==> config.mk <==
export PLATFORM = sky130hd
export DESIGN_NAME = cache_ctrl
export DESIGN_NICKNAME = d
export VERILOG_FILES = /design/src/rtl/cache_ctrl_pkg.sv /design/src/rtl/cache_ctrl_state_bits.sv /design/src/rtl/cache_ctrl.sv
export SDC_FILE = /design/constraint.sdc
export NUM_CORES = 1
export LEC_CHECK = 0
export BUFFER_PORTS_ARGS = -buffer_cell sky130_fd_sc_hd__buf_4
export CAP_MARGIN = 30
export CORE_MARGIN = 2
export CORE_UTILIZATION = 30
export CTS_BUF_LIST = sky130_fd_sc_hd__clkbuf_8 sky130_fd_sc_hd__clkbuf_16
export CTS_CLUSTER_DIAMETER = 120
export CTS_CLUSTER_SIZE = 28
export DETAILED_ROUTE_END_ITERATION = 7
export SYNTH_ARGS = -nofsm -noshare
export SYNTH_HDL_FRONTEND = slang
export SYNTH_SLANG_ARGS = --single-unit
==> constraint.sdc <==
create_clock -name clk -period 2.52 [get_ports clk]
set_input_delay 0.126 -clock clk [delete_from_list [all_inputs] [get_ports clk]]
set_output_delay 0.126 -clock clk [all_outputs]
set_load 0.05 [all_outputs]
==> src/rtl/cache_ctrl_pkg.sv <==
// Shared FSM state encoding, request type codes and byte-mask helper for the
// 2-way write-back cache controller.
package cache_ctrl_pkg;

    typedef enum logic [3:0] {
        IDLE,
        TAG_CHECK,
        INIT_DATA_ACCESS,
        READ_DATA_ACCESS,
        WRITE_DATA_ACCESS,
        EVICT_PREPARE,
        EVICT_REQUEST,
        EVICT_WAIT,
        REFILL_REQUEST,
        REFILL_WAIT,
        REFILL_UPDATE,
        WAIT
    } state_e;

    localparam logic [2:0] TYPE_READ  = 3'd0;
    localparam logic [2:0] TYPE_WRITE = 3'd1;
    localparam logic [2:0] TYPE_INIT  = 3'd2;

    localparam int NUM_SETS = 8;
    localparam int IDX_W    = 3;

    // Byte enables covering one 32-bit word of the 16 B line.
    function automatic logic [15:0] word_mask(input logic [1:0] off);
        return 16'h000F << {off, 2'b00};
    endfunction

endpackage

==> src/rtl/cache_ctrl_state_bits.sv <==
// Per-set valid/dirty bits for both ways plus one LRU bit per set, all
// addressed by the current request index.
module cache_ctrl_state_bits
    import cache_ctrl_pkg::*;
(
    input  logic             clk,
    input  logic             reset,
    input  logic [IDX_W-1:0] idx,
    input  logic             way,
    input  logic             fill_en,
    input  logic             dirty_en,
    input  logic             lru_en,
    output logic [1:0]       valid,
    output logic [1:0]       dirty,
    output logic             lru
);

    logic [1:0][NUM_SETS-1:0] valid_q, valid_d;
    logic [1:0][NUM_SETS-1:0] dirty_q, dirty_d;
    logic [NUM_SETS-1:0]      lru_q, lru_d;

    // A fill installs a clean line; lru points at the way not just touched.
    always_comb begin
        valid_d = valid_q;
        dirty_d = dirty_q;
        lru_d   = lru_q;
        if (fill_en) begin
            valid_d[way][idx] = 1'b1;
            dirty_d[way][idx] = 1'b0;
        end
        if (dirty_en) dirty_d[way][idx] = 1'b1;
        if (lru_en)   lru_d[idx] = ~way;
    end

    always_ff @(posedge clk or negedge reset) begin
        if (!reset) begin
            valid_q <= '0;
            dirty_q <= '0;
            lru_q   <= '0;
        end else begin
            valid_q <= valid_d;
            dirty_q <= dirty_d;
            lru_q   <= lru_d;
        end
    end

    assign valid = {valid_q[1][idx], valid_q[0][idx]};
    assign dirty = {dirty_q[1][idx], dirty_q[0][idx]};
    assign lru   = lru_q[idx];

endmodule

==> src/rtl/cache_ctrl.sv <==
// Blocking cache control FSM: sequences tag check, hit access, dirty eviction
// and refill for a 2-way, 16 B-line write-back/write-allocate datapath.
module cache_ctrl
    import cache_ctrl_pkg::*;
#(
    parameter int p_idx_shamt = 0
) (
    input  logic        clk,
    input  logic        reset,
    input  logic        cachereq_val,
    output logic        cachereq_rdy,
    output logic        cacheresp_val,
    input  logic        cacheresp_rdy,
    output logic        memreq_val,
    input  logic        memreq_rdy,
    input  logic        memresp_val,
    output logic        memresp_rdy,
    input  logic [2:0]  cachereq_type,
    input  logic [31:0] cachereq_addr,
    input  logic        tag_match0,
    input  logic        tag_match1,
    output logic        cachereq_en,
    output logic        tag_array_ren,
    output logic        tag_array_wen0,
    output logic        tag_array_wen1,
    output logic        tag_check_en,
    output logic [1:0]  tag_check_hit,
    output logic        hit_reg_en,
    output logic        victim_reg_en,
    output logic        evict_addr_reg_en,
    output logic        victim,
    output logic        victim_sel,
    output logic        data_array_ren,
    output logic        data_array_wen,
    output logic [15:0] data_array_wben,
    output logic        write_data_mux_sel,
    output logic        read_data_reg_en,
    output logic        memresp_data_reg_en,
    output logic [2:0]  read_word_mux_sel,
    output logic        memreq_addr_mux_sel,
    output logic [2:0]  memreq_type
);

    state_e           state_q, state_d;
    logic             miss_q, miss_d;
    logic             way_q, way_d;
    logic [IDX_W-1:0] idx;
    logic [1:0]       off;
    logic [1:0]       valid, dirty;
    logic             lru;
    logic             hit, hit_way;
    logic             fill_en, dirty_en, lru_en;
    logic             is_write, is_init;
    logic             unused_addr;

    assign idx         = cachereq_addr[6+p_idx_shamt:4+p_idx_shamt];
    assign off         = cachereq_addr[3:2];
    assign unused_addr = ^cachereq_addr;
    assign is_write    = (cachereq_type == TYPE_WRITE);
    assign is_init     = (cachereq_type == TYPE_INIT);
    assign hit         = (tag_match0 & valid[0]) | (tag_match1 & valid[1]);
    assign hit_way     = ~(tag_match0 & valid[0]);

    cache_ctrl_state_bits u_state_bits (
        .clk      (clk),
        .reset    (reset),
        .idx      (idx),
        .way      (way_q),
        .fill_en  (fill_en),
        .dirty_en (dirty_en),
        .lru_en   (lru_en),
        .valid    (valid),
        .dirty    (dirty),
        .lru      (lru)
    );

    always_ff @(posedge clk or negedge reset) begin
        if (!reset) begin
            state_q <= IDLE;
            miss_q  <= 1'b0;
            way_q   <= 1'b0;
        end else begin
            state_q <= state_d;
            miss_q  <= miss_d;
            way_q   <= way_d;
        end
    end

    always_comb begin
        state_d             = state_q;
        miss_d              = miss_q;
        way_d               = way_q;
        fill_en             = 1'b0;
        dirty_en            = 1'b0;
        lru_en              = 1'b0;
        cachereq_rdy        = 1'b0;
        cacheresp_val       = 1'b0;
        memreq_val          = 1'b0;
        memresp_rdy         = 1'b0;
        cachereq_en         = 1'b0;
        tag_array_ren       = 1'b0;
        tag_array_wen0      = 1'b0;
        tag_array_wen1      = 1'b0;
        tag_check_en        = 1'b0;
        tag_check_hit       = 2'd0;
        hit_reg_en          = 1'b0;
        victim_reg_en       = 1'b0;
        evict_addr_reg_en   = 1'b0;
        victim              = 1'b0;
        victim_sel          = 1'b0;
        data_array_ren      = 1'b0;
        data_array_wen      = 1'b0;
        data_array_wben     = 16'h0000;
        write_data_mux_sel  = 1'b0;
        read_data_reg_en    = 1'b0;
        memresp_data_reg_en = 1'b0;
        read_word_mux_sel   = 3'd0;
        memreq_addr_mux_sel = 1'b0;
        memreq_type         = TYPE_READ;
        // Outputs are forced low for the whole reset assertion, not just at the edge.
        if (reset) begin
            victim_sel = miss_q;
            unique case (state_q)
                IDLE: begin
                    cachereq_rdy = 1'b1;
                    miss_d       = 1'b0;
                    if (cachereq_val) begin
                        cachereq_en = 1'b1;
                        state_d     = TAG_CHECK;
                    end
                end
                TAG_CHECK: begin
                    tag_array_ren = 1'b1;
                    tag_check_en  = 1'b1;
                    hit_reg_en    = 1'b1;
                    victim_reg_en = 1'b1;
                    victim        = lru;
                    if (is_init) begin
                        miss_d  = 1'b1;
                        way_d   = lru;
                        state_d = INIT_DATA_ACCESS;
                    end else if (hit) begin
                        tag_check_hit = 2'd1;
                        way_d         = hit_way;
                        state_d       = is_write ? WRITE_DATA_ACCESS : READ_DATA_ACCESS;
                    end else begin
                        evict_addr_reg_en = 1'b1;
                        miss_d            = 1'b1;
                        way_d             = lru;
                        state_d = (valid[lru] & dirty[lru]) ? EVICT_PREPARE : REFILL_REQUEST;
                    end
                end
                INIT_DATA_ACCESS: begin
                    victim_sel         = 1'b1;
                    tag_array_wen0     = ~way_q;
                    tag_array_wen1     = way_q;
                    data_array_wen     = 1'b1;
                    data_array_wben    = word_mask(off);
                    write_data_mux_sel = 1'b1;
                    fill_en            = 1'b1;
                    lru_en             = 1'b1;
                    state_d            = WAIT;
                end
                READ_DATA_ACCESS: begin
                    data_array_ren   = 1'b1;
                    read_data_reg_en = 1'b1;
                    lru_en           = 1'b1;
                    state_d          = WAIT;
                end
                WRITE_DATA_ACCESS: begin
                    data_array_wen     = 1'b1;
                    data_array_wben    = word_mask(off);
                    write_data_mux_sel = 1'b1;
                    dirty_en           = 1'b1;
                    lru_en             = 1'b1;
                    state_d            = WAIT;
                end
                EVICT_PREPARE: begin
                    victim_sel       = 1'b1;
                    data_array_ren   = 1'b1;
                    read_data_reg_en = 1'b1;
                    state_d          = EVICT_REQUEST;
                end
                EVICT_REQUEST: begin
                    victim_sel          = 1'b1;
                    memreq_val          = 1'b1;
                    memreq_type         = TYPE_WRITE;
                    memreq_addr_mux_sel = 1'b1;
                    if (memreq_rdy) state_d = EVICT_WAIT;
                end
                EVICT_WAIT: begin
                    victim_sel  = 1'b1;
                    memresp_rdy = 1'b1;
                    if (memresp_val) state_d = REFILL_REQUEST;
                end
                REFILL_REQUEST: begin
                    victim_sel = 1'b1;
                    memreq_val = 1'b1;
                    if (memreq_rdy) state_d = REFILL_WAIT;
                end
                REFILL_WAIT: begin
                    victim_sel  = 1'b1;
                    memresp_rdy = 1'b1;
                    if (memresp_val) begin
                        memresp_data_reg_en = 1'b1;
                        state_d             = REFILL_UPDATE;
                    end
                end
                REFILL_UPDATE: begin
                    victim_sel      = 1'b1;
                    tag_array_wen0  = ~way_q;
                    tag_array_wen1  = way_q;
                    data_array_wen  = 1'b1;
                    data_array_wben = 16'hFFFF;
                    fill_en         = 1'b1;
                    lru_en          = 1'b1;
                    state_d         = is_write ? WRITE_DATA_ACCESS : READ_DATA_ACCESS;
                end
                WAIT: begin
                    cacheresp_val = 1'b1;
                    if (cachereq_type == TYPE_READ) read_word_mux_sel = {1'b0, off} + 3'd1;
                    if (cacheresp_rdy) state_d = IDLE;
                end
                default: state_d = IDLE;
            endcase
        end
    end

endmodule

==> metrics.yaml <==
power:
  power_leakage_uw: 0.001660
  max-vdd-ir-drop_mv: 0.2883
  finalPower_uw: 3414
  power_switching_uw: 1533
  pwr-share-seq_pct: 35.2
  p_int_uw: 1881
  pwr-share-clk_pct: 16.9
  power_density_mw_per_mm2: 988.7
  p_sw_share_pct: 44.90
  p_comb_share_pct: 47.9
worst_setup_path:
  crit_fanout: 14
  crit_required_ps: 2390
  r2r_slack_ps: 380
  start_kind: "flip-flop"
  arrival_ps: 2180
  slowest_delay_ps: 540
  crit_path_end_kind: "output port"
  path_class: "flip-flop to output port"
  crit_slowest_cell: "dfrtp_1"
  r2r-end: "state_q[0]"
  crit_top_cell: "inv_1"
  rr_worst_depth: 7
  crit_chain: "inv_1 -> nand2_1 -> or3_1 -> inv_1 -> buf_4"
  rr_startpoint: "state_q[2]"
cells_and_area:
  seqCellArea_mm2: 0.001151
  layout-drive-gt1-share_pct: 25.36
  antennaDiodeCount: 0
  syn_to_final_growth_pct: 18.10
  multiInputGateArea_mm2: 0.001484
  stdcell_area_mm2: 0.003453
  fin_nets: 389
  fillCellCount: 991
run_status:
  status: "completed"
detailed_routing:
  ant_nets: 0
  via_count: 2326
  vias_per_cell: 4.887
  wl_per_cell_um: 14.72
  route.detailed.drc: 0
  wl_um: 7005
  drt_iter0_markers: 142
  drt-pass1-iter-count: 4
cts:
  cts_root_buffer: "clkbuf_8"
  cts_buffer_depth: 2
  cts.clk_slew.worst_paths_ps: 100
  tritoncts: "built"
  cts_buffers: 5
  cts_setup_buffers: 0
  insertion_delay_ps: 310
  h-tree-depth: 2
  cts.sinks: 46
die:
  start_util_pct: 30.48
  dieArea_mm2: 0.01055
  io_pins: 87
  num_rows: 36
  core_mm2: 0.009594
  die_h_um: 102.7
  die_width_um: 102.7
timing:
  fin_setup_tns_ps: 0
  grt_setup_unrepaired: "false"
  min_period_ps: 2307
  finalHoldViolCount: 0
  fmax_ghz: 0.4334
  slew_violations: 0
  setup_viol: 0
  holdWs_ps: 164.3
  max_slew_margin_pct: 52.73
  setup_slack_ps: 212.9
  tightest_slew_ps: 707.6
  finalCritPeriodShare_pct: 91.55
  fin_skew_ps: 10.02
synthesis:
  synth.distinct_cells: 55
  async_flop_share_pct: 100.0
  yosysSeqAreaShare_pct: 39.37
  syn_area_mm2: 0.002924
  synth.area.top_cells: "dfrtp_1 39%, buf_4 5.9%, mux2i_1 5.5%"
  synth-seq-cells: 46
  synth_area_per_cell_um2: 9.494
  netlist_instances: 308
  synth_warnings: 0
  synthTopCellsByCount: "46 x dfrtp_1, 32 x nand2_1, 24 x o21ai_0"
  synth_top_cell_area_share_pct: 39.37
  yosysTopAreaCell: "dfrtp_1"
  synth_most_common_cell: "dfrtp_1"
  ys.flop_type: "dfrtp_1"
  synth_edf_count: 0
placed_design:
  hpwl_um: 5136
  post_dp_cell_area_mm2: 0.003326
  place_congestion: 0.8402
  io_buffers: 56
  dpl_worst_slack_ps: 422.9
hold_path:
  min_delay_path_depth: 2
  min_from: "cachereq_addr[5]"
  hold_end: "u_state_bits.dirty_q[8]"
  min_path_type: "input pin to flip-flop"
global_route:
  grtUsageTotal_pct: 13.57
  grt_pass1_vias: 2155
  antenna_found_initial: 0
  grt_max_degree: 41
  grt_overflow_total: 0
  grt_pass1_wl_um: 11140
run:
  maxCapViolCount: 0
-- stage by stage --
stage,cells,util (%)
detailed placement,467,34.66
global placement,467,34.66
global route,476,35.99
CTS,476,35.94
finish,476,35.99
floorplan,310,-
-- critical path: cells and delay by family, from the launching register on --
family | cells | cell delay [ps]
and+or+nand+nor | 2 | 620
buffers and inverters | 3 | 700
DFF | 1 | 540
-- power by group through the flow --
stage               sequential (µW)  combinational [µW]  clock, µW
finish                         1200                1640        575
global route                   1250                1800        613
CTS                            1200                1640        584
detailed placement             1210                1640          0
global placement               1200                1610          0
floorplan                      1070                1410          0
-- layer usage --
layer / vias to the layer above / part of all wire (%) / routed length, µm / GRT usage [%]
li1: 1131 / - / - / -
met1: 1120 / 48 / 3376 / 19.28
met2: 70 / 45 / 3172 / 21.52
met3: 5 / 5.4 / 377 / 2.237
met4: 0 / 1.1 / 79 / 3.692
met5: - / 0 / 0 / 0
-- registers in the layout (all words and copies together), names as in the netlist --
signal                cells
u_state_bits.dirty_q     16
u_state_bits.valid_q     16
u_state_bits.lru_q        8
state_q                   4
miss_q                    1
way_q                     1
-- kinds of logic (layout without fill, tap and decap cells) --
group / Yosys count / after routing / share of synthesized area, %
and+or+nand+nor: 102 / 102 / 17.46
AOI/OAI and AO/OA: 73 / 73 / 17.12
buffers and inverters: 54 / 87 / 10.48
DFF: 46 / 46 / 39.37
muxes: 27 / 27 / 13.44
adders and majority gates: 4 / 4 / 1.712
other: 1 / 3 / 0.1282
xor gates and xnor gates: 1 / 1 / 0.2996
-- how the worst max path moves through the flow --
stage | startpoint | end | slack (ps)
global route | state_q[1] | tag_array_wen0 | 2
global placement | state_q[2] | state_q[1] | 430
finish | state_q[2] | tag_array_wen0 | 210
CTS | state_q[2] | data_array_wben[12] | 110
floorplan | state_q[3] | data_array_wben[13] | 170
detailed placement | state_q[2] | state_q[1] | 420
-- layout make-up --
| type | instances | share of cell area, % |
|---|---|---|
| Sequential cell | 46 | 33.33 |
| Tap cell | 133 | 4.819 |
| Inverter | 15 | 1.630 |
| Clock buffer | 5 | 1.993 |
| Timing Repair Buffer | 64 | 13.99 |
| Multi-Input combinational cell | 210 | 42.97 |
| Clock inverter | 3 | 1.268 |
-- what timing repair did --
action / 4_1_cts / 5_1_grt
hold buffers: 1 / 0
resized for setup: 0 / 1
setup endpoints to repair: 0 / 16
endpoints found under the hold margin: 6 / 0
-- placed cells by master (no fill, tap or decap), drive strengths merged, types with 3 or more instances in the layout --
| cell type | Yosys | layout |
|---|---|---|
| o31ai | 4 | 4 |
| and3 | 6 | 6 |
| and2 | 3 | 3 |
| o21bai | 6 | 6 |
| nand2b | 15 | 15 |
| mux2 | 3 | 3 |
| conb | 1 | 3 |
| dfrtp | 46 | 46 |
| nor2b | 6 | 6 |
| nand3 | 5 | 5 |
| a22o | 5 | 5 |
| nand2 | 33 | 33 |
| ha | 4 | 4 |
| nor3 | 6 | 6 |
| nor2 | 18 | 18 |
| a21oi | 10 | 10 |
| o21ai | 25 | 25 |
| buf | 27 | 63 |
| mux4 | 7 | 7 |
| mux2i | 17 | 17 |
| clkbuf | 12 | 5 |
| o22ai | 3 | 3 |
| inv | 15 | 16 |
| a211oi | 3 | 3 |
Note: power is estimated with default switching activity, not from simulation.
